<file path="src/rtl/imm_gen_pipe.sv">
// Registered RV32I/RV64I immediate generator with PC-relative target.
// Decoded results are queued in a small skid FIFO with valid/ready on both sides.
module imm_gen_pipe #(
    parameter int unsigned XLEN  = 32,
    parameter int unsigned DEPTH = 2
) (
    input  logic            clk,
    input  logic            rst_n,
    input  logic            flush,
    input  logic            in_valid,
    output logic            in_ready,
    input  logic [31:0]     in_inst,
    input  logic [XLEN-1:0] in_pc,
    output logic            out_valid,
    input  logic            out_ready,
    output logic [XLEN-1:0] out_imm,
    output logic [2:0]      out_fmt,
    output logic [XLEN-1:0] out_target,
    output logic            out_illegal
);

    localparam bit          Is64    = (XLEN == 64);
    localparam int unsigned PtrW    = (DEPTH > 1) ? $clog2(DEPTH) : 1;
    localparam int unsigned Entries = 1 << PtrW;
    localparam int unsigned CntW    = $clog2(DEPTH + 1);

    localparam logic [CntW-1:0] DepthC  = CntW'(DEPTH);
    localparam logic [PtrW-1:0] LastPtr = PtrW'(DEPTH - 1);

    localparam logic [2:0] FmtNone = 3'd0;
    localparam logic [2:0] FmtI    = 3'd1;
    localparam logic [2:0] FmtS    = 3'd2;
    localparam logic [2:0] FmtB    = 3'd3;
    localparam logic [2:0] FmtU    = 3'd4;
    localparam logic [2:0] FmtJ    = 3'd5;

    localparam logic [6:0] OpLoad   = 7'b0000011;
    localparam logic [6:0] OpImm    = 7'b0010011;
    localparam logic [6:0] OpJalr   = 7'b1100111;
    localparam logic [6:0] OpSystem = 7'b1110011;
    localparam logic [6:0] OpImm32  = 7'b0011011;
    localparam logic [6:0] OpStore  = 7'b0100011;
    localparam logic [6:0] OpBranch = 7'b1100011;
    localparam logic [6:0] OpLui    = 7'b0110111;
    localparam logic [6:0] OpAuipc  = 7'b0010111;
    localparam logic [6:0] OpJal    = 7'b1101111;
    localparam logic [6:0] OpReg    = 7'b0110011;
    localparam logic [6:0] OpReg32  = 7'b0111011;

    logic [6:0]      w_opcode;
    logic [2:0]      w_funct3;
    logic [2:0]      w_fmt;
    logic [31:0]     w_imm32;
    logic            w_illegal;
    logic            w_pc_rel;
    logic [XLEN-1:0] w_imm;
    logic [XLEN-1:0] w_target;

    assign w_opcode = in_inst[6:0];
    assign w_funct3 = in_inst[14:12];

    always_comb begin
        w_fmt     = FmtNone;
        w_imm32   = '0;
        w_illegal = 1'b0;
        w_pc_rel  = 1'b0;
        case (w_opcode)
            OpLoad, OpImm, OpJalr, OpSystem: begin
                w_fmt   = FmtI;
                w_imm32 = {{20{in_inst[31]}}, in_inst[31:20]};
            end
            OpImm32: begin
                if (Is64) begin
                    w_fmt   = FmtI;
                    w_imm32 = {{20{in_inst[31]}}, in_inst[31:20]};
                end else begin
                    w_illegal = 1'b1;
                end
            end
            OpStore: begin
                w_fmt   = FmtS;
                w_imm32 = {{20{in_inst[31]}}, in_inst[31:25], in_inst[11:7]};
            end
            OpBranch: begin
                w_fmt    = FmtB;
                w_pc_rel = 1'b1;
                w_imm32  = {{19{in_inst[31]}}, in_inst[31], in_inst[7], in_inst[30:25],
                            in_inst[11:8], 1'b0};
            end
            OpLui: begin
                w_fmt   = FmtU;
                w_imm32 = {in_inst[31:12], 12'b0};
            end
            OpAuipc: begin
                w_fmt    = FmtU;
                w_pc_rel = 1'b1;
                w_imm32  = {in_inst[31:12], 12'b0};
            end
            OpJal: begin
                w_fmt    = FmtJ;
                w_pc_rel = 1'b1;
                w_imm32  = {{11{in_inst[31]}}, in_inst[31], in_inst[19:12], in_inst[20],
                            in_inst[30:21], 1'b0};
            end
            OpReg: ;
            OpReg32: w_illegal = !Is64;
            default: w_illegal = 1'b1;
        endcase
        // Shift-immediates carry only the shamt; funct7/funct6 bits are dropped.
        if (w_fmt == FmtI && (w_opcode == OpImm || w_opcode == OpImm32) &&
            (w_funct3 == 3'b001 || w_funct3 == 3'b101)) begin
            w_imm32 = (Is64 && w_opcode == OpImm) ? {26'b0, in_inst[25:20]}
                                                  : {27'b0, in_inst[24:20]};
        end
    end

    assign w_imm    = XLEN'($signed(w_imm32));
    assign w_target = w_pc_rel ? in_pc + w_imm : '0;

    logic [CntW-1:0] r_count;
    logic [CntW-1:0] w_count_d;
    logic [PtrW-1:0] r_wptr;
    logic [PtrW-1:0] r_rptr;
    logic            r_in_ready;
    logic [XLEN-1:0] r_imm     [Entries];
    logic [2:0]      r_fmt     [Entries];
    logic [XLEN-1:0] r_target  [Entries];
    logic            r_illegal [Entries];

    logic w_accept;
    logic w_deliver;
    logic w_push;

    assign w_accept  = in_valid & r_in_ready;
    assign w_deliver = out_valid & out_ready;
    assign w_push    = w_accept & ~flush;

    always_comb begin
        w_count_d = r_count;
        if (flush) begin
            w_count_d = '0;
        end else if (w_accept && !w_deliver) begin
            w_count_d = r_count + CntW'(1);
        end else if (!w_accept && w_deliver) begin
            w_count_d = r_count - CntW'(1);
        end
    end

    always_ff @(posedge clk) begin
        if (!rst_n) begin
            r_count    <= '0;
            r_wptr     <= '0;
            r_rptr     <= '0;
            r_in_ready <= 1'b0;
            for (int i = 0; i < Entries; i++) begin
                r_imm[i]     <= '0;
                r_fmt[i]     <= '0;
                r_target[i]  <= '0;
                r_illegal[i] <= 1'b0;
            end
        end else begin
            r_count    <= w_count_d;
            // Registered copy of (count < DEPTH) keeps out_ready off the in_ready path.
            r_in_ready <= (w_count_d < DepthC);
            if (flush) begin
                r_wptr <= '0;
                r_rptr <= '0;
            end else begin
                if (w_push) begin
                    r_wptr <= (r_wptr == LastPtr) ? '0 : r_wptr + PtrW'(1);
                end
                if (w_deliver) begin
                    r_rptr <= (r_rptr == LastPtr) ? '0 : r_rptr + PtrW'(1);
                end
            end
            if (w_push) begin
                r_imm[r_wptr]     <= w_imm;
                r_fmt[r_wptr]     <= w_fmt;
                r_target[r_wptr]  <= w_target;
                r_illegal[r_wptr] <= w_illegal;
            end
        end
    end

    assign in_ready    = r_in_ready;
    assign out_valid   = (r_count != '0);
    assign out_imm     = out_valid ? r_imm[r_rptr]     : '0;
    assign out_fmt     = out_valid ? r_fmt[r_rptr]     : '0;
    assign out_target  = out_valid ? r_target[r_rptr]  : '0;
    assign out_illegal = out_valid ? r_illegal[r_rptr] : 1'b0;

endmodule

</file>
<file path="config.mk">
export PLATFORM = sky130hd
export DESIGN_NAME = imm_gen_pipe
export DESIGN_NICKNAME = d
export VERILOG_FILES = /design/src/rtl/imm_gen_pipe.sv
export SDC_FILE = /design/constraint.sdc
export NUM_CORES = 1
export LEC_CHECK = 0
export BUFFER_PORTS_ARGS = -buffer_cell sky130_fd_sc_hd__buf_2
export CAP_MARGIN = 15
export CORE_MARGIN = 2
export CORE_UTILIZATION = 30
export DETAILED_ROUTE_END_ITERATION = 8
export SLEW_MARGIN = 20
export SYNTH_ARGS = -nofsm -noshare
export SYNTH_HDL_FRONTEND = slang
export SYNTH_SLANG_ARGS = --single-unit
</file>
<file path="constraint.sdc">
create_clock -name clk -period 22.3 [get_ports clk]
set_clock_uncertainty 0.15 [all_clocks]
set_input_delay 5.575 -clock clk [delete_from_list [all_inputs] [get_ports clk]]
set_output_delay 5.575 -clock clk [all_outputs]
set_load 0.01 [all_outputs]
</file>
==> impl_metrics.yaml <==
synth:
  syn_area_mm2: 0.008297
  synth_seq_area_share_pct: 50.43
  synthCells: 827
  synth_common_cells: "227 x nor2_1, 134 x edfxtp_1, 68 x mux2i_1"
  synthArstFlopShare_pct: 0
  ys_ff_latch: 142
  synthTopCellsByArea: "edfxtp_1 48%, nor2_1 10%, mux2i_1 8.2%"
  synth_warnings: 0
  synth_flop_cell: "edfxtp_1"
  yosysUniqueCellTypes: 59
  synth_top_cell_by_area: "edfxtp_1"
  syn_nets: 932
  synth-edff-count: 134
  synth_top_cell_area_share_pct: 48.50
  yosysMostFrequentCell: "nor2_1"
  syn_area_per_cell_um2: 10.03
place:
  gp_congestion: 0.9111
  dp.cells: 1267
  hpwl_um: 17280
  io_buffers: 138
timing:
  tns_ns: 0
  drv_slew: 0
  relSlewSlack_pct: 32.44
  final_hold_viol_count: 0
  rsz0062_at_grt: "false"
  timing.hold.ws_ns: 0.3262
  setup-violations-final: 0
  period_needed_ns: 9.364
  fin_crit_sh_pct: 41.99
  max_freq_mhz: 106.8
  tightest_slew_ns: 1.013
global_routing:
  gr-total-overflow: 0
  grt_pass1_vias: 6231
  grt_max_degree: 69
  grt_antenna_before_repair: 0
  grt_pass1_wl_um: 35160
  grtUsageTotal_pct: 16.39
pwr:
  pwr-share-seq_pct: 47.4
  internal_power_w: 0.0004935
  combPwrFrac_pct: 8.1
  power.leakage_nw: 3.968
  vdd_drop_max_mv: 0.05372
  fin_total_pwr_w: 0.0006420
  swShare_pct: 23.12
  switching_power_w: 0.0001485
  pwr-share-clk_pct: 44.6
  power.density_mw_per_mm2: 64.66
cts:
  cts_root_buf: "clkbuf_16"
  cts_hold_buffers: 0
  cts_resized: 0
  clk_latency_ns: 0.43
  cts_tree: "built"
  cts_made_buffers: 17
  clock_path_buffers: 2
  htreeDepth: 4
  post-cts-setup-buffers: 0
  clkTransAtPathRegs_ns: 0.06
  cts_num_sinks: 142
layout:
  drive_above_1_share_pct: 20.25
  area_delta_synth_final_pct: 19.68
  stdcell_count: 1299
  num_antenna_cells: 0
  nFillCells: 2718
  layout.nets: 1050
critical_path:
  start_kind: "input pin"
  cp.required_ns: 22.31
  startpoint: "in_inst[1]"
  arrival_ns: 9.37
  crit_fanout: 9
  timing.rr.start: "r_count[0]"
  cp-end-kind: "register"
  worstRegToRegCells: 10
  criticalPathCategory: "in -> reg"
hold_path:
  hold_depth: 2
  min-delay-start: "r_illegal[0]"
  hold_class: "reg -> reg"
die:
  die-width_um: 170.3
  fp-row-count: 60
  die_area_mm2: 0.02900
  ios: 139
  start_util_pct: 30.70
  fp.coreArea_mm2: 0.02703
  die_h_um: 170.3
run_status:
  outcome: "completed"
drt:
  dr.pass1.iters: 6
  post_drt_wl_per_cell_um: 18.18
  drc: 0
  final_antenna_net_count: 0
  drt_iter0_markers: 608
  drt-total-wl_um: 23620
  routed_via_density: 5.062
  vias: 6576
job:
  cap_viol_max_count: 0
## registers in the layout, indices dropped and copies added, names as in the netlist, named ones only
name       cells
r_count        2
r_fmt          6
r_imm         64
r_illegal      2
in_ready       1
r_wptr         1
r_target      64
r_rptr         1
## layout by cell type, fill, tap and decap left out, drive strengths merged, types with 8 or more instances in the layout
master / instances
edfxtp: 134
clkbuf: 25
a21oi: 60
o21ai: 20
nand2: 25
xnor2: 22
and3: 16
nand4: 9
nor2: 227
dfxtp: 8
inv: 29
mux2i: 68
xor2: 12
and2: 15
buf: 148
ha: 35
a21o: 16
## cells by family (layout without fill, tap and decap cells)
| kind of cell | after synthesis | after routing | share of synthesized area [%] |
|---|---|---|---|
| flip-flops | 142 | 142 | 50.43 |
| AO/OA/AOI/OAI | 145 | 145 | 11.73 |
| buffers and inverters | 75 | 206 | 3.408 |
| AND/OR/NAND/NOR | 327 | 327 | 17.12 |
| adder cells (fa/ha/maj) | 36 | 36 | 5.520 |
| multiplexers | 68 | 68 | 8.204 |
| XOR/XNOR | 34 | 34 | 3.589 |
## per-stage QoR
| stage | cell area (um2) | utilization, % | worst slack (ns) |
|---|---|---|---|
| 6_report | 9930 | 36.74 | 12.94 |
| 5_1_grt | 9930 | 36.74 | 12.67 |
| 4_1_cts | 9930 | 36.74 | 13.00 |
| 3_5_place_dp | 9326 | 34.51 | 12.56 |
| 3_3_place_gp | 9326 | 34.51 | 12.67 |
| 2_1_floorplan | 8297 | - | 10.80 |
## area by class of cell
cell class | count | area [um2] | share of cell area [%]
flip-flops and latches | 142 | 4188 | 42.17
multi-input cells | 610 | 3849 | 38.76
repair buffers | 148 | 765.7 | 7.712
clock buffers | 25 | 560.5 | 5.645
well taps | 341 | 426.7 | 4.297
inverters | 26 | 97.59 | 0.9829
clock inverters | 7 | 42.54 | 0.4284
## power by group through the flow
stage	registers [W]	clock network [W]	logic, W
finish	0.000304	0.000286	0.0000519
global route	0.000305	0.000299	0.0000571
CTS	0.000304	0.000288	0.0000522
detailed placement	0.000310	0	0.0000519
global placement	0.000309	0	0.0000517
floorplan	0.000310	0	0.0000307
## worst max-delay path: stages
cell and delay (ns):
buf_2 0.11, nand2_1 0.20, nor4_2 0.70, a32oi_1 0.30
inv_1 0.10, ha_1 0.16, inv_1 0.05, fa_1 0.39
nand3b_1 0.22, a311o_1 0.40, a21o_1 0.24, a2111oi_4 0.41
o21ai_2 0.13, o21ai_2 0.16, xnor2_1 0.15, nor2_1 0.06
## final timing paths
| path | to | slack (ns) |
|---|---|---|
| max | r_target[0][30] | 12.94 |
| min | r_illegal[0] | 0.33 |
| min reg2reg | r_illegal[0] | 0.33 |
| max reg2reg | in_ready | 19.50 |
## per-layer routing
metal  up-vias  wire length (um)  GRT usage, %  part of all wire [%]
li1       3169                 -             -                     -
met1      3122             10340         22.21                    44
met2       264             11030         25.98                    47
met3        21              1957         4.512                   8.3
met4         0               285         4.013                   1.2
met5         -                 0             0                     0
Power figures use the tool's default switching activity.
